`config.mk`:
```
export PLATFORM = sky130hd
export DESIGN_NAME = key_direction_encoder
export DESIGN_NICKNAME = d
export VERILOG_FILES = /design/src/rtl/key_direction_encoder.sv
export SDC_FILE = /design/constraint.sdc
export NUM_CORES = 1
export LEC_CHECK = 0
export CORE_MARGIN = 4
export CORE_UTILIZATION = 62
export CTS_CLUSTER_DIAMETER = 200
export DETAILED_ROUTE_END_ITERATION = 12
export PLACE_DENSITY = 0.84
export SETUP_SLACK_MARGIN = 0.15
export SLEW_MARGIN = 20
export SYNTH_ARGS = -nofsm -noshare
export SYNTH_HDL_FRONTEND = slang
export SYNTH_SLANG_ARGS = --single-unit
```
`constraint.sdc`:
```
create_clock -name CLOCK -period 3.4 [get_ports CLOCK]
set_clock_uncertainty 0.05 [all_clocks]
set_input_delay 0.68 -clock CLOCK [delete_from_list [all_inputs] [get_ports CLOCK]]
set_output_delay 0.68 -clock CLOCK [all_outputs]
set_load 0.1 [all_outputs]
```
`src/rtl/key_direction_encoder.sv`:
```
// Navigation key encoder: synchronizes and debounces four active-low buttons,
// rejects chords, and emits a registered direction code with a one-cycle strobe.

module KeyDebounce #(
  parameter int DEBOUNCE_CYCLES = 250000
) (
  input  logic CLOCK,
  input  logic RESET_N,
  input  logic keyN_i,
  output logic debounced_o
);

  localparam int CNT_W = $clog2(DEBOUNCE_CYCLES + 1);
  localparam logic [CNT_W-1:0] CNT_LAST = CNT_W'(DEBOUNCE_CYCLES - 1);
  localparam logic [CNT_W-1:0] CNT_ONE  = CNT_W'(1);

  logic             sync1_q;
  logic             sync2_q;
  logic             deb_q;
  logic             deb_d;
  logic [CNT_W-1:0] cnt_q;
  logic [CNT_W-1:0] cnt_d;

  // A run of DEBOUNCE_CYCLES differing samples flips the debounced level.
  always_comb begin
    deb_d = deb_q;
    cnt_d = cnt_q;
    if (sync2_q == deb_q) begin
      cnt_d = '0;
    end else if (cnt_q == CNT_LAST) begin
      deb_d = sync2_q;
      cnt_d = '0;
    end else begin
      cnt_d = cnt_q + CNT_ONE;
    end
  end

  always_ff @(posedge CLOCK) begin
    if (!RESET_N) begin
      sync1_q <= 1'b1;
      sync2_q <= 1'b1;
      deb_q   <= 1'b1;
      cnt_q   <= '0;
    end else begin
      sync1_q <= keyN_i;
      sync2_q <= sync1_q;
      deb_q   <= deb_d;
      cnt_q   <= cnt_d;
    end
  end

  assign debounced_o = deb_q;

endmodule

module key_direction_encoder #(
  parameter int DEBOUNCE_CYCLES = 250000,
  parameter int REPEAT_DELAY    = 25000000,
  parameter int REPEAT_RATE     = 5000000
) (
  input  logic       CLOCK,
  input  logic       RESET_N,
  input  logic       Enable,
  input  logic [3:0] KEY_N,
  output logic [1:0] Dir_out,
  output logic       DirValid,
  output logic       KeyHeld
);

  localparam int REP_MAX = (REPEAT_DELAY > REPEAT_RATE) ? REPEAT_DELAY : REPEAT_RATE;
  localparam int REP_W   = $clog2(REP_MAX + 1);
  localparam logic [REP_W-1:0] REP_DELAY_LAST = REP_W'(REPEAT_DELAY - 1);
  localparam logic [REP_W-1:0] REP_RATE_LAST  = REP_W'(REPEAT_RATE - 1);
  localparam logic [REP_W-1:0] REP_ONE        = REP_W'(1);

  typedef enum logic [1:0] {
    IDLE,
    HOLD,
    REPEAT,
    WAIT_RELEASE
  } state_t;

  state_t           state_q;
  logic [REP_W-1:0] repCnt_q;
  logic [3:0]       heldVec_q;
  logic [1:0]       dirOut_q;
  logic             dirValid_q;
  logic             keyHeld_q;

  logic [3:0]       debN;
  logic [3:0]       pressed;
  logic             anyPressed;
  logic             onePressed;
  logic [1:0]       pressCode;
  logic [REP_W-1:0] repLimit;
  logic             repeatDue;

  for (genvar g = 0; g < 4; g++) begin : gKey
    KeyDebounce #(
      .DEBOUNCE_CYCLES(DEBOUNCE_CYCLES)
    ) uDebounce (
      .CLOCK      (CLOCK),
      .RESET_N    (RESET_N),
      .keyN_i     (KEY_N[g]),
      .debounced_o(debN[g])
    );
  end

  assign pressed    = ~debN;
  assign anyPressed = |pressed;

  always_comb begin
    onePressed = 1'b1;
    pressCode  = 2'b00;
    case (pressed)
      4'b1000: pressCode = 2'b00;
      4'b0100: pressCode = 2'b01;
      4'b0010: pressCode = 2'b10;
      4'b0001: pressCode = 2'b11;
      default: onePressed = 1'b0;
    endcase
  end

  // The guard on dirValid_q keeps strobes apart even for tiny repeat periods.
  assign repLimit  = (state_q == HOLD) ? REP_DELAY_LAST : REP_RATE_LAST;
  assign repeatDue = (repCnt_q >= repLimit) && !dirValid_q;

  always_ff @(posedge CLOCK) begin
    if (!RESET_N) begin
      state_q    <= IDLE;
      repCnt_q   <= '0;
      heldVec_q  <= 4'b1111;
      dirOut_q   <= 2'b00;
      dirValid_q <= 1'b0;
      keyHeld_q  <= 1'b0;
    end else begin
      dirValid_q <= 1'b0;
      if (!Enable) begin
        repCnt_q  <= '0;
        keyHeld_q <= 1'b0;
        state_q   <= anyPressed ? WAIT_RELEASE : IDLE;
      end else begin
        case (state_q)
          IDLE: begin
            if (onePressed) begin
              dirValid_q <= 1'b1;
              dirOut_q   <= pressCode;
              heldVec_q  <= debN;
              repCnt_q   <= '0;
              keyHeld_q  <= 1'b1;
              state_q    <= HOLD;
            end else if (anyPressed) begin
              state_q <= WAIT_RELEASE;
            end
          end
          HOLD, REPEAT: begin
            // Any change of the held pattern other than a full release is a chord.
            if (!anyPressed) begin
              repCnt_q  <= '0;
              keyHeld_q <= 1'b0;
              state_q   <= IDLE;
            end else if (debN != heldVec_q) begin
              repCnt_q  <= '0;
              keyHeld_q <= 1'b0;
              state_q   <= WAIT_RELEASE;
            end else if (repeatDue) begin
              dirValid_q <= 1'b1;
              repCnt_q   <= '0;
              state_q    <= REPEAT;
            end else begin
              repCnt_q <= repCnt_q + REP_ONE;
            end
          end
          WAIT_RELEASE: begin
            if (!anyPressed) begin
              state_q <= IDLE;
            end
          end
          default: begin
            keyHeld_q <= 1'b0;
            state_q   <= IDLE;
          end
        endcase
      end
    end
  end

  assign Dir_out  = dirOut_q;
  assign DirValid = dirValid_q;
  assign KeyHeld  = keyHeld_q;

endmodule

```
# Yosys cells after proc, flatten, opt, wreduce, memory -nomap -nowiden

Index checks and enable logic that the tools add are counted.

Add/subtract/negate cells: 5
$lt $le $gt $ge: 1
Equality and inequality tests: 21
Muxes and demuxes: 26
Bitwise logic cells: 6
Reduce and logical (&&, ||, !) cells: 20

Operator list:

| cell                                                                  | count |
|---|---|
| 25-bit 2-to-1 mux                                                     | 5 |
| 18-bit by 1-bit adder with 18-bit output, second input constant       | 4 |
| 18-bit equality test, second input constant                           | 4 |
| 25-bit one-hot mux with 2 select lines                                | 1 |
| 25-bit by 1-bit adder with 25-bit output, second input constant       | 1 |
| 25-bit greater-or-equal comparator                                    | 1 |
| 2-bit 2-to-1 mux                                                      | 8 |
| 2-bit one-hot mux with 3 select lines                                 | 2 |
| 2-bit AND reduction                                                   | 6 |
| 3-bit OR reduction                                                    | 4 |
| 3-bit AND reduction                                                   | 3 |
| 1-bit 2-to-1 mux                                                      | 8 |
| 4-bit OR reduction                                                    | 2 |
| 3-bit != test, second input constant                                  | 2 |
| 5-bit != test, second input constant                                  | 1 |
| 1-bit NOT                                                             | 5 |
| 1-bit equality test                                                   | 4 |
| 2-bit equality test, second input constant                            | 2 |
| 4-bit by 1-bit equality test with 1-bit output, second input constant | 1 |
| 4-bit by 2-bit equality test with 1-bit output, second input constant | 1 |
| 4-bit by 3-bit equality test with 1-bit output, second input constant | 1 |
| 4-bit equality test, second input constant                            | 1 |
| 4-bit != test                                                         | 1 |
| 4-bit != test, second input constant                                  | 1 |
| other kinds (9)                                                       | 10 |

Flip-flop bits (word level): 119
Input bits: 7
Output and inout port bits: 4
Logic and storage cells: 101

# Longest topological paths before layout

Gate-level depths: netlist (run 1).

Word-level depth: 9
Depth in mapped cells: 11
Mapped depth without buffers: 10

# Modules after synthesis

A second synthesis (run 1) with hierarchy kept.

Cells, all modules: 675
Area, all modules: 6012.0 µm²

By module, submodules not included:

| module                | times used | cells each | area each (µm²) | sequential area each (µm²) |
|---|---|---|---|---|
| KeyDebounce           | 4          | 102        | 945.9           | 420.4 |
| key_direction_encoder | 1          | 267        | 2228.4          | 700.7 |

# Worst setup path before layout (run 1)

Ideal clock, no wire load.

Path kind: register to register
From: register state_q[1]
To: register repCnt_q[1]
Setup time: 67 ps
Data arrival time: 2389 ps
Required time: 3283 ps
Setup slack: 894 ps
Stages on the path, launching flop included: 12
Buffers on the path: 1
Period minus slack after synthesis: 2506 ps
Cell sequence: dfxtp_1 -> inv_1 -> ha_1 -> inv_1 -> ha_1 -> a21oi_1 -> nor3_1 -> o31a_2 -> o31ai_4 -> buf_6 -> nand3_2 -> a21oi_2

Longest elaborated chain between the ends: 8
Elaborated cells between the ends (all ways): 14

RTL lines:

| what                                           | RTL line | text |
|---|---|---|
| from (decl)                                    | 83       | `state_t state_q;` |
| from (signal assigned)                         | 141      | `state_q <= anyPressed ? WAIT_RELEASE : IDLE;` |
| 2-bit by 1-bit equality test with 1-bit output | 125, 143 |  |
| 25-bit 2-to-1 mux                              | 125      | `assign repLimit = (state_q == HOLD) ? REP_DELAY_LAST : REP_RATE_LAST;` |
| 25-bit greater-or-equal comparator             | 126      | `assign repeatDue = (repCnt_q >= repLimit) && !dirValid_q;` |
| 1-bit logical AND                              | 126      |  |
| 25-bit 2-to-1 mux                              | 166      | `end else if (repeatDue) begin` |
| 25-bit 2-to-1 mux                              | 162      | `end else if (debN != heldVec_q) begin` |
| 25-bit 2-to-1 mux                              | 158      | `if (!anyPressed) begin` |
| 25-bit one-hot mux with 2 select lines         | 143      | `case (state_q)` |
| to (signal assigned)                           | 171      | `repCnt_q <= repCnt_q + REP_ONE;` |
| to (decl)                                      | 84       | `logic [REP_W-1:0] repCnt_q;` |

Several ways; a longest one is shown, not always the timed one.
A chain may end at the register's enable or synchronous reset.

# Worst setup path after layout (run 1)

From: register state_q[1]
To: register repCnt_q[6]

The elaborated chain is that of the path after synthesis.

==> impl_summary.md, run 1 <==
Run status
The flow ran to the end, and the final reports show no timing, DRC or antenna violations.

STA
The worst path needs 2935 ps of the cycle, external delays included. The total count of hold-check failures in the final report is 0. On the final layout, the worst hold slack is roughly 360 ps.

Setup repair after global routing left no endpoint under its margin. The final max-slew violation count is 0. Headroom to the max-slew limit came out at 46.85%. The post-route clock period utilization is 86.32%. For the pin with the worst max-slew slack, the measured transition is just under 800 ps.

The total negative setup slack is 0 ps. For this run, the top clock speed supported by timing is 340.7 MHz. The final setup violation count is 0.

Layout
Cells fill 72.81% of the core in the end. The filler cells instantiated in the layout total between 600 and 700. After the last flow step, the layout net total stands at 712.

The final non-filler cell area is 6474 um^2. The signed area change from the synthesized netlist to the final layout is 12.11%. Cells with a size suffix above 1 make up 7.846% of the layout. The antenna diode count is 0.

GRT
The maximum number of pins on one net before global-route repair is 20. The initial antenna violation count is 0. The via count of the first global-routing pass is 4749. The total track usage is 23.79%.

The wire length of the first global-routing pass is ~21 mm. The total global routing overflow is 0.

Pwr
The power density normalized to cell area is 516.3 nW/um^2. The worst supply voltage drop on vdd is 0.0004300 V. For this design the static power due to leakage is 2.146 nW.

Placed design
The congestion estimate from routability-driven global placement came to ~0.87. After legalization and detailed placement, the total HPWL measured 8.078 mm. The placed instances occupy a cell area of 5876 um^2. The count of buffers added on input and output ports is 10.

Routing
The first-pass iteration count of the detailed router is 6. The count of nets left with antenna violations once routing finished came out at 0. The sum of met3 wire segment lengths after detailed routing is 534 um. Across all layers, the routed design uses a little under 5000 vias.

After the first detailed-routing iteration, the DRC count stood at 321. The via density per instance is 5.937. The DRC violation count after routing is 0. After detailed routing, no signal wire sits above met4. Dividing the detail-routed wire length by the instance count gives 15.10 um. The sum of routed wire segments on met1 is 5.205 mm. In the detailed route, the total length drawn on met2 is 6.175 mm. The total wirelength of the detailed-routed design is ~12 mm.

Critical path
The cell at the slowest stage of the critical path is sky130_fd_sc_hd__o31ai_4. Grouping stages by cell kind, the critical path spends the most delay in compound AO/OA/AOI/OAI gates. The startpoint class of the critical path is a flop.

The critical path endpoint category is a flop. The setup check on the worst reg-to-reg path leaves a slack of 460 ps. The logic depth of the worst register-to-register path is 11. The startpoint identified for the worst register-to-register timing path is state_q[1]. The endpoint arrival time on the critical path is 3340 ps. The type of the worst setup path is flop to flop. Traced cell by cell, the critical path runs through inv_1 > ha_1 > inv_1 > ha_1 > a21oi_1 > nor3_1 > o31a_2 > o31ai_4 > buf_4 > a31oi_1 > o21ai_1. The terminus of the critical flop-to-flop path is repCnt_q[6]. The critical path contains buffers and inverters numbering 3 combined.

On the worst path, the slowest cell contributes a delay of roughly 490 ps. STA puts the critical path data required time at 3800 ps. In this run the worst path has a maximum fanout of 11.

Floorplanning
The floorplan has 34 rows. The initial utilization of the core area, before any placement, comes to 64.95%. The die is 104.5 um tall. The floorplan step defined a core boundary enclosing 8891 um^2. The die covers 10920 um^2. From left edge to right edge, the die measures 104.5 um. The number of placed I/O pins is 11.

Yosys
In the synthesized netlist, the number of instances is 678. In this run, synthesis produced a sequential element count of 119. The post-synth net total is 702. After Yosys synthesis, XOR and XNOR cells account for a little over an eighth of the synthesized area. The simple-gate portion of the synthesized area is between 20% and 30%.

After synthesis, the mean cell area works out to 8.517 um^2. The number of flops mapped to enable cells by yosys is 0. The total number of yosys warnings is 0. The cell area that synthesis handed to floorplanning was between 5000 and 6000 um^2. The synthesized netlist devotes under 10% of its cell area to compound gates. By area, the combinational part of the netlist is dominated by simple AND/OR/NAND/NOR gates. The count of cell types in the netlist is 60. The post-synthesis async set-or-reset flop share is 0%. Of the total synthesized cell area, the portion taken by full adders, half adders and majority gates is 3.684%. The sequential fraction of the synthesis area is 41.26%.

The top flip-flop cell by instance count after synthesis is sky130_fd_sc_hd__dfxtp_1. In the synthesized netlist, mux cells make up 1.235% of the area.

Clock tree
Counting every sink on the clock net gives 119. The clock input transition at the sequential cells of the worst setup and hold paths is 50 ps. The number of buffers inserted by hold repair at cts is 0. The later-pin clock latency in the skew report is ~520 ps. The count of instances resized after the clock tree is built is 0. Post-CTS timing repair inserted 0 buffers for setup. The H-tree was split into 4 levels. The longest clock path from root to sink contains 2 buffers.

TritonCTS built the clock tree. The clock buffer count from CTS is 17. In this run the clock root is driven by a sky130_fd_sc_hd__clkbuf_8.

Hold path
The hold-critical path endpoint is gKey[0].uDebounce.sync2_q. The worst hold path begins at gKey[0].uDebounce.sync1_q. The cell count of the worst hold path is 1.

The min-delay analysis places its worst path in the category flop to flop.

Job
Max-cap violations in this run came to 0.
==> state kept, by name, indices dropped and copies added, names as in the netlist <==
register                    flops
heldVec_q                       4
repCnt_q                       25
KeyHeld                         1
Dir_out                         2
gKey.uDebounce.sync2_q          4
DirValid                        1
gKey.uDebounce.cnt_q           72
state_q                         2
gKey.uDebounce.debounced_o      4
gKey.uDebounce.sync1_q          4
==> area by class of cell <==
| class | count | area [um^2] | share of cell area (%) |
|---|---|---|---|
| Tap cell | 108 | 135.1 | 2.087 |
| Inverter | 26 | 97.59 | 1.508 |
| Timing Repair Buffer | 13 | 112.6 | 1.739 |
| Clock buffer | 21 | 449.2 | 6.939 |
| Multi-Input combinational cell | 511 | 3148 | 48.63 |
| Clock inverter | 11 | 148.9 | 2.300 |
| Sequential cell | 119 | 2382 | 36.80 |
==> worst register-to-register path, cell delays in order, from the launching register on <==
cell	delay (ps)
sky130_fd_sc_hd__dfxtp_1	380
sky130_fd_sc_hd__inv_1	100
sky130_fd_sc_hd__ha_1	200
sky130_fd_sc_hd__inv_1	200
sky130_fd_sc_hd__ha_1	300
sky130_fd_sc_hd__a21oi_1	160
sky130_fd_sc_hd__nor3_1	90
sky130_fd_sc_hd__o31a_2	380
sky130_fd_sc_hd__o31ai_4	490
sky130_fd_sc_hd__buf_4	260
sky130_fd_sc_hd__a31oi_1	120
sky130_fd_sc_hd__o21ai_1	140
==> routing by layer <==
metal,global-route usage (%),vias up
met5,0,-
met4,10.83,0
met3,6.207,33
met2,40.18,126
met1,28.40,2285
li1,-,2359
==> where the power goes <==
group          switching [W]  internal [W]  total (W)
combinational      0.0000903     0.0000501   0.000140
sequential        0.00000647       0.00140    0.00141
clock               0.000638       0.00115    0.00179
==> synthesized netlist by cell type, drive strengths merged (2+ instances only) <==
cell type	number	area share, %
and4	6	0.93
nor3	25	2.3
nor2	115	7.5
a211oi	3	0.39
a32o	2	0.35
clkbuf	11	1.3
a31oi	9	0.98
ha	17	3.7
nand3b	3	0.39
inv	26	1.7
a21oi	18	1.6
and3	9	0.98
dfxtp	119	41
or3	9	0.98
nand4b	3	0.46
nand2	56	3.6
nor4	16	2.0
nand3	48	4.3
mux2i	6	1.0
nand4	25	2.7
or4	3	0.39
o2bb2ai	2	0.30
o31ai	4	0.84
nand2b	8	0.87
xnor2	41	6.2
o21ai	15	1.4
o211ai	3	0.39
xor2	44	6.8
buf	11	1.2
and2	4	0.48
nor2b	3	0.33
==> worst max path at each step <==
stage / slack [ps] / cells after the start / end / startpoint
6_report: 460 / 11 / repCnt_q[6] / state_q[1]
5_1_grt: 240 / 11 / repCnt_q[0] / state_q[1]
4_1_cts: 490 / 11 / repCnt_q[6] / state_q[1]
3_5_place_dp: 490 / 11 / repCnt_q[6] / state_q[1]
3_3_place_gp: 660 / 11 / repCnt_q[0] / state_q[1]
2_1_floorplan: 890 / 11 / repCnt_q[1] / state_q[1]
==> cells in the final DEF, fill, tap and decap left out, drive strengths merged, types with 2 or more instances in the layout <==
cell type / instances
or3: 9
clkinvlp: 6
xnor2: 41
nor2: 115
nand3: 48
o21ai: 15
o31ai: 4
or4: 3
ha: 17
mux2i: 6
a32o: 2
and2: 4
nor2b: 3
inv: 26
clkdlybuf4s50: 6
nand4b: 3
a211oi: 3
a21oi: 18
xor2: 44
o2bb2ai: 2
nand4: 25
dfxtp: 119
nand2b: 8
nand3b: 3
clkbuf: 21
o211ai: 3
nor4: 16
nor3: 25
buf: 7
and4: 6
clkinv: 2
and3: 9
bufinv: 3
a31oi: 9
nand2: 56
==> per-stage QoR <==
step           total power, W  setup slack, ps  instances
2_1_floorplan        0.001541            893.5        678
3_3_place_gp         0.001569            655.5        777
3_5_place_dp         0.001575            488.8        777
4_1_cts              0.003359            485.6        809
5_1_grt              0.003454            240.1        809
6_report             0.003342            465.0        809
==> cells by family (layout without fill, tap and decap cells) <==
logic type                 after synthesis  in the layout
buffers and inverters                   48             71
adders and majority gates               17             17
AOI/OAI and AO/OA                       66             66
DFF                                    119            119
muxes                                    7              7
xor gates and xnor gates                85             85
and+or+nand+nor                        336            336
No activity file was read; power rests on OpenSTA's default activity.
==> inputs of run 2 (changes only) <==
- CORE_UTILIZATION: 62 -> 63
- DONT_BUFFER_PORTS: default -> 1
==> run 2 against run 1 <==
  * First-iteration DRC count up 12%
  * Clock power is 4% higher
  * Power is 1.7% higher
  * Register-to-register slack better by 120 ps
  * Via count decreased by 0.40%
  * Critical path type unchanged
  * Largest cell class unchanged
==> impl_summary.md, run 2 (synthesized netlist as in run 1, its figures left out) <==
Pwr
The worst supply voltage drop on vdd is 0.0003614 V (was 0.0004300 V). The power dissipated by switching net loads is 0.0007947 W (was 0.0007348 W). The internal power component was 0.002604 W (was 0.002607 W).

The fraction of power spent switching nets was 23.38% (was 21.99%). The proportion of power drawn by the clock network is 54.7% (was 53.6%). The power density normalized to cell area is 531.0 nW/um^2 (was 516.3 nW/um^2). The sequential cell fraction of total power was 41.5% (was 42.2%). The reported leakage power is 2.128 nW (was 2.146 nW). The combinational group share of total power is 3.8% (was 4.2%).

Floorplanning
The die span in y is 103.7 um (was 104.5 um). The die boundary width is 103.7 um (was 104.5 um). The total die area is 10760 um^2 (was 10920 um^2). The number of core rows is 34 (unchanged). The initial standard-cell utilization of the core was 65.57% (was 64.95%). The standard cell core area is 8806 um^2 (was 8891 um^2). The number of placed I/O pins is 11 (unchanged).

STA
Setup repair after global routing missed its margin: false (unchanged). The post-route clock period utilization was 82.78% (was 86.32%). The final setup violation count is 0 (unchanged). The total count of hold-check failures in the final report is 0 (unchanged).

The total negative setup slack came to 0 ps (unchanged). The highest achievable clock rate is 355.3 MHz (was 340.7 MHz). The final max-slew violation count is 0 (unchanged).

The normalized max-slew margin was 30.87% (was 46.85%). The pin slew with the least headroom to its limit is 1036 ps (was 793.8 ps). The post-layout minimum cycle time is 2815 ps (was 2935 ps).

Layout
The register name with the most flops was gKey.uDebounce.cnt_q (unchanged). The share of cells above drive strength 1 was 7.670% (was 7.846%). The antenna diode count came to 0 (unchanged).

The final net count was 702 (was 712). Highest-count cells in the layout ignoring fill and taps: sky130_fd_sc_hd__dfxtp_1 (119), sky130_fd_sc_hd__nor2_1 (115), sky130_fd_sc_hd__nand2_1 (56) (unchanged). The core occupancy in the finished layout is 72.69% (was 72.81%). The number of flip-flops in the largest register is 72 (unchanged). The signed area change from the synthesized netlist to the final layout is 10.86% (was 12.11%). Biggest regs: gKey.uDebounce.cnt_q x72, repCnt_q x25 (unchanged). The commonest non-fill, non-tap cell in the layout is sky130_fd_sc_hd__dfxtp_1 (unchanged).

GRT
The wire length of the first global-routing pass is 21.44 mm (unchanged). The maximum number of pins on one net before global-route repair is 21 (was 20). The via count of the first global-routing pass is 4650 (was 4749). The total global routing overflow came to 0 (unchanged).

The initial antenna violation count is 0 (unchanged). The total track usage is 23.56% (was 23.79%).

Hold path
The class of the tightest hold or removal check is input pin to flop (was flop to flop). The hold-critical path endpoint is heldVec_q[3] (was gKey[0].uDebounce.sync2_q). The beginning of the worst hold path is RESET_N (was gKey[0].uDebounce.sync1_q). The cell count of the worst hold path is 1 (unchanged).

Routing
The detailed-route wire length per cell is 15.32 um (was 15.10 um). The via density per instance is 5.987 (was 5.937). The post-route antenna net violation count was 0 (unchanged). The number of DRC violations after detailed-routing iteration 0 is 360 (was 321).

The first-pass iteration count of the detailed router was 5 (was 6). The DRC violation count after routing is 0 (unchanged). The via count is 4784 (was 4803). The total wirelength of the detailed-routed design is 12.24 mm (was 12.22 mm).

Clock tree
The depth of the CTS H-tree is 4 (unchanged). The root buffer selected by CTS is sky130_fd_sc_hd__clkbuf_8 (unchanged). The clock buffer count from CTS is 17 (unchanged). The clock sink total is 119 (unchanged). The count of instances resized after the clock tree is built is 0 (unchanged). The number of buffers inserted by hold repair at cts was 0 (unchanged). The later-pin clock latency in the skew report came to 520 ps (about the same).

The buffer depth of the longest clock path came to 2 (unchanged). The post-CTS setup repair buffer count came to 0 (unchanged). The TritonCTS clock tree is yes (unchanged). The clock input transition at the sequential cells of the worst setup and hold paths came to 60 ps (was 50 ps).

Placed design
The estimated wirelength of the detail-placed design was 7.912 mm (was 8.078 mm). The number of I/O port buffers came to 0 (was 10). The weighted congestion reported at the end of routability-driven placement is 0.9337 (was 0.8691).

Job
The number of maximum-capacitance violations came to 0 (unchanged).

Critical path
The type of the worst setup path is flop to flop (unchanged). The data required time of the critical path is 3780 ps (was 3800 ps). The endpoint arrival time on the critical path is 3190 ps (was 3340 ps). The critical path endpoint category is a flop (unchanged). Cell-by-cell listing of the critical path: inv_1 > ha_1 > inv_1 > ha_1 > a21oi_1 > nor3_1 > o31a_2 > o31ai_4 > buf_4 > nor2_1 > nor3_1 (was inv_1 > ha_1 > inv_1 > ha_1 > a21oi_1 > nor3_1 > o31a_2 > o31ai_4 > buf_4 > a31oi_1 > o21ai_1). The largest fanout of any net on the critical path came to 19 (was 11). The delay of the slowest cell on the worst path is 380 ps (was 490 ps). The terminus of the critical flop-to-flop path is repCnt_q[15] (was repCnt_q[6]). The cell at the slowest stage of the critical path is sky130_fd_sc_hd__dfxtp_1 (was sky130_fd_sc_hd__o31ai_4). The start of the worst register-to-register path is state_q[1] (unchanged). The startpoint class of the critical path is a flop (unchanged). The reg-to-reg setup timing slack is 590 ps (was 460 ps). The logic depth of the worst register-to-register path is 11 (unchanged).

Run status
Outcome: finished clean (unchanged).
## run 2: per-layer routing
metal,GRT usage [%],share of wire [%]
met4,8.547,1.7
met1,28.70,42
met3,5.410,4.6
met5,0,0
met2,40.79,51
## run 2: worst max-delay path: cells and delay by family, from the launching register on
family | cells | cell delay, ps
flip-flops | 1 | 380
AO/OA/AOI/OAI | 3 | 790
adder cells (fa/ha/maj) | 2 | 510
AND/OR/NAND/NOR | 3 | 390
buffers and inverters | 3 | 600
## run 2: worst max-delay path by stage
stage | from | end | depth (start not counted)
final | state_q[1] | repCnt_q[15] | 11
after global routing | state_q[1] | repCnt_q[15] | 11
after CTS | state_q[1] | repCnt_q[15] | 11
after detailed placement | state_q[1] | repCnt_q[15] | 11
after global placement | state_q[1] | repCnt_q[15] | 11
after floorplan | state_q[1] | repCnt_q[1] | 11
## run 2: metrics by stage
step	setup WS [ps]	hold WS [ps]	total power [W]	area (um^2)	cells
2_1_floorplan	893.5	336.3	0.001541	5774	678
3_3_place_gp	822.1	337.5	0.001557	5786	767
3_5_place_dp	652.2	347.2	0.001564	5786	767
4_1_cts	613.6	168.2	0.003408	6401	799
5_1_grt	436.3	166.6	0.003497	6401	799
6_report	585.4	177.0	0.003399	6401	799
## run 2: power groups by stage
stage | logic [W] | registers [W] | clock network, W
after floorplan | 0.000102 | 0.00144 | 0
after detailed placement | 0.000124 | 0.00144 | 0
after global placement | 0.000118 | 0.00144 | 0
after CTS | 0.000126 | 0.00141 | 0.00187
final | 0.000128 | 0.00141 | 0.00186
after global routing | 0.000142 | 0.00141 | 0.00194
## run 2: area by class of cell
class                      count  area, um^2
timing repair buffer           3       22.52
tap                          108       135.1
inverter                      26       97.59
clock buffer                  18       427.9
multi-input combinational    511        3148
clock inverter                14       187.7
fill                         659        2405
sequential                   119        2382
==> inputs of run 3 (changes only) <==
- clock period: 3.4 -> 2.7 ns (I/O delays scaled with it)
==> run 3 against run 2 <==
  * The flow now finishes with violations (DRC)
  * Critical endpoint is now repCnt_q[9]
  * Register-to-register slack worse by 480 ps
  * Sequential power up 26%
  * Global-route usage down 0.26 points
  * Combinational power up 62%
  * Non-clock buffer count up 21
  * Hold slack worse by 130 ps
  * First-iteration DRC count down 17%
  * Sequential share of layout area down 1.1 points
  * Die area unchanged
==> impl_summary.md, run 3 (synthesized netlist as in run 1, its figures left out) <==
GRT
The via count of the first global-routing pass is 4673 (was 4650). The maximum number of pins on one net before global-route repair is 21 (unchanged). The total track usage came to 23.30% (was 23.56%). The initial antenna violation count is 0 (unchanged).

The wire length of the first global-routing pass is 21.20 mm (was 21.44 mm). The total global routing overflow was 0 (unchanged).

Layout
The number of non-filler instances in the completed layout is 818 (was 799). The number of flip-flops in the largest register was 72 (unchanged). The register name with the most flops was gKey.uDebounce.cnt_q (unchanged). Biggest regs: gKey.uDebounce.cnt_q x72, repCnt_q x25 (unchanged). Highest-count cells in the layout ignoring fill and taps: sky130_fd_sc_hd__dfxtp_1 (117), sky130_fd_sc_hd__nor2_1 (114), sky130_fd_sc_hd__nand2_1 (56) (was sky130_fd_sc_hd__dfxtp_1 (119), sky130_fd_sc_hd__nor2_1 (115), sky130_fd_sc_hd__nand2_1 (56)).

The antenna diode count came to 0 (unchanged). The final net count was 723 (was 702). The share of cells above drive strength 1 is 11.69% (was 7.670%). The signed area change from the synthesized netlist to the final layout is 14.67% (was 10.86%). The commonest non-fill, non-tap cell in the layout is sky130_fd_sc_hd__dfxtp_1 (unchanged).

Placed design
The number of I/O port buffers was 0 (unchanged). The estimated wirelength of the detail-placed design is 8.104 mm (was 7.912 mm). The instance count after placement with tap cells included was 778 (was 767). The weighted congestion reported at the end of routability-driven placement came to 0.8819 (was 0.9337).

Critical path
The type of the worst setup path is flop to flop (unchanged). The reg-to-reg setup timing slack is 110 ps (was 590 ps). The largest fanout of any net on the critical path is 6 (was 19).

The delay of the slowest cell on the worst path is 370 ps (was 380 ps). The buffering stage count on the worst path with inverters included is 2 (was 3). Cell-by-cell listing of the critical path: inv_4 > ha_4 > inv_6 > ha_1 > a21oi_1 > nor3_2 > o31a_4 > o31ai_4 > nor2_1 > nor3_1 (was inv_1 > ha_1 > inv_1 > ha_1 > a21oi_1 > nor3_1 > o31a_2 > o31ai_4 > buf_4 > nor2_1 > nor3_1). The cell at the slowest stage of the critical path is sky130_fd_sc_hd__o31a_4 (was sky130_fd_sc_hd__dfxtp_1). The data required time of the critical path is 3050 ps (was 3780 ps). The critical path endpoint category is a flop (unchanged). The family with the most delay on the worst path is compound AO/OA/AOI/OAI gates (unchanged). The endpoint arrival time on the critical path came to 2940 ps (was 3190 ps). The startpoint class of the critical path is a flop (unchanged).

Pwr
The fraction of power spent switching nets is 22.63% (was 23.38%). The combinational group share of total power is 5.2% (was 3.8%). The internal power component is 0.003096 W (was 0.002604 W).

The power density normalized to cell area is 604.2 nW/um^2 (was 531.0 nW/um^2). The power dissipated by switching net loads came to 0.0009052 W (was 0.0007947 W). The proportion of power drawn by the clock network came to 50.4% (was 54.7%). The worst supply voltage drop on vdd is 0.0005080 V (was 0.0003614 V). The reported leakage power is 2.206 nW (was 2.128 nW). The sequential cell fraction of total power was 44.5% (was 41.5%).

Job
The number of maximum-capacitance violations is 0 (unchanged).

Hold path
The class of the tightest hold or removal check was input pin to flop (unchanged).

Routing
The number of DRC violations after detailed-routing iteration 0 was 298 (was 360). The total wirelength of the detailed-routed design came to 13.06 mm (was 12.24 mm). The DRC violation count after routing was 1 (was 0).

The via count was 4945 (was 4784). The via density per instance was 6.045 (was 5.987). The first-pass iteration count of the detailed router is 11 (was 5). The post-route antenna net violation count is 0 (unchanged). The detailed-route wire length per cell is 15.96 um (was 15.32 um).

STA
The final max-slew violation count is 0 (unchanged). The highest achievable clock rate was 385.6 MHz (was 355.3 MHz). The total count of hold-check failures in the final report came to 0 (unchanged). The tightest hold margin is 43.11 ps (was 177.0 ps).

The post-route clock period utilization is 96.06% (was 82.78%). The pin slew with the least headroom to its limit is 800.6 ps (was 1036 ps). Setup repair after global routing missed its margin: true (was false). The normalized max-slew margin is 46.39% (was 30.87%).

The final setup violation count is 0 (unchanged). The post-layout minimum cycle time is 2594 ps (was 2815 ps).

Floorplanning
The initial standard-cell utilization of the core is 65.57% (unchanged). The total die area is 10760 um^2 (unchanged). The number of placed I/O pins is 11 (unchanged).

The standard cell core area is 8806 um^2 (unchanged). The die boundary width is 103.7 um (unchanged). The die span in y is 103.7 um (unchanged). The number of core rows is 34 (unchanged).

Clock tree
The depth of the CTS H-tree came to 4 (unchanged). The root buffer selected by CTS was sky130_fd_sc_hd__clkbuf_8 (unchanged). The later-pin clock latency in the skew report came to 510 ps (was 520 ps). The number of buffers inserted by hold repair at cts is 0 (unchanged). The TritonCTS clock tree was yes (unchanged). The buffer depth of the longest clock path is 2 (unchanged). The clock buffer count from CTS is 17 (unchanged). The clock input transition at the sequential cells of the worst setup and hold paths is 60 ps (about the same).

The clock sink total is 119 (unchanged).

Run status
Outcome: finished with violations (was finished clean). The final reports fail on DRC.
[run 3: cell count changes in the layout (fill, tap and decap cells not counted), sizes merged]
cell      delta
buf         +21
inv          -6
clkbuf       +3
bufinv       -2
clkinv       +2
clkinvlp     +1
[run 3: through the flow]
| step | util, % | power, W | TNS, ps | area (um^2) | setup WS (ps) |
|---|---|---|---|---|---|
| 6_report | 75.19 | 0.004001 | 0 | 6621 | 106.4 |
| 5_1_grt | 75.19 | 0.004121 | -48.99 | 6621 | -47.31 |
| 4_1_cts | 73.91 | 0.003991 | 0 | 6509 | 150.2 |
| 3_5_place_dp | 66.78 | 0.001977 | -22.48 | 5881 | -13.66 |
| 3_3_place_gp | 66.78 | 0.001967 | 0 | 5881 | 141.7 |
| 2_1_floorplan | - | 0.001941 | 0 | 5774 | 193.5 |
[run 3: power by group through the flow]
| stage | logic [W] | registers [W] | clock network [W] |
|---|---|---|---|
| 2_1_floorplan | 0.000129 | 0.00181 | 0 |
| 3_3_place_gp | 0.000154 | 0.00181 | 0 |
| 3_5_place_dp | 0.000163 | 0.00181 | 0 |
| 4_1_cts | 0.000171 | 0.00178 | 0.00204 |
| 5_1_grt | 0.000220 | 0.00178 | 0.00212 |
| 6_report | 0.000207 | 0.00178 | 0.00201 |
[run 3: timing repair]
action                                  CTS  global route
pin swaps                                 3            12
cloned                                    1             0
gates resized for setup                  13            17
setup buffers                             4             5
endpoints found under the setup margin   26            27
[run 3: layout make-up]
type / instances / area (um^2)
inverters: 26 / 105.1
repair buffers: 24 / 220.2
multi-input cells: 511 / 3243
flip-flops and latches: 119 / 2390
clock inverters: 9 / 78.83
clock buffers: 21 / 449.2
fillers: 572 / 2185
well taps: 108 / 135.1
[run 3: final timing paths]
path / startpoint / endpoint / cells after the start
worst min-delay path: RESET_N / gKey[2].uDebounce.debounced_o / 1
worst max-delay path: state_q[1] / repCnt_q[9] / 10
worst max register to register: state_q[1] / repCnt_q[9] / 10
worst min register to register: gKey[3].uDebounce.sync1_q / gKey[3].uDebounce.sync2_q / 1
[run 3: per-layer routing]
metal | share of wire, % | track usage [%]
met4 | 3.4 | 8.737
met2 | 50 | 39.21
met3 | 5.6 | 6.343
met1 | 41 | 28.58
met5 | 0 | 0
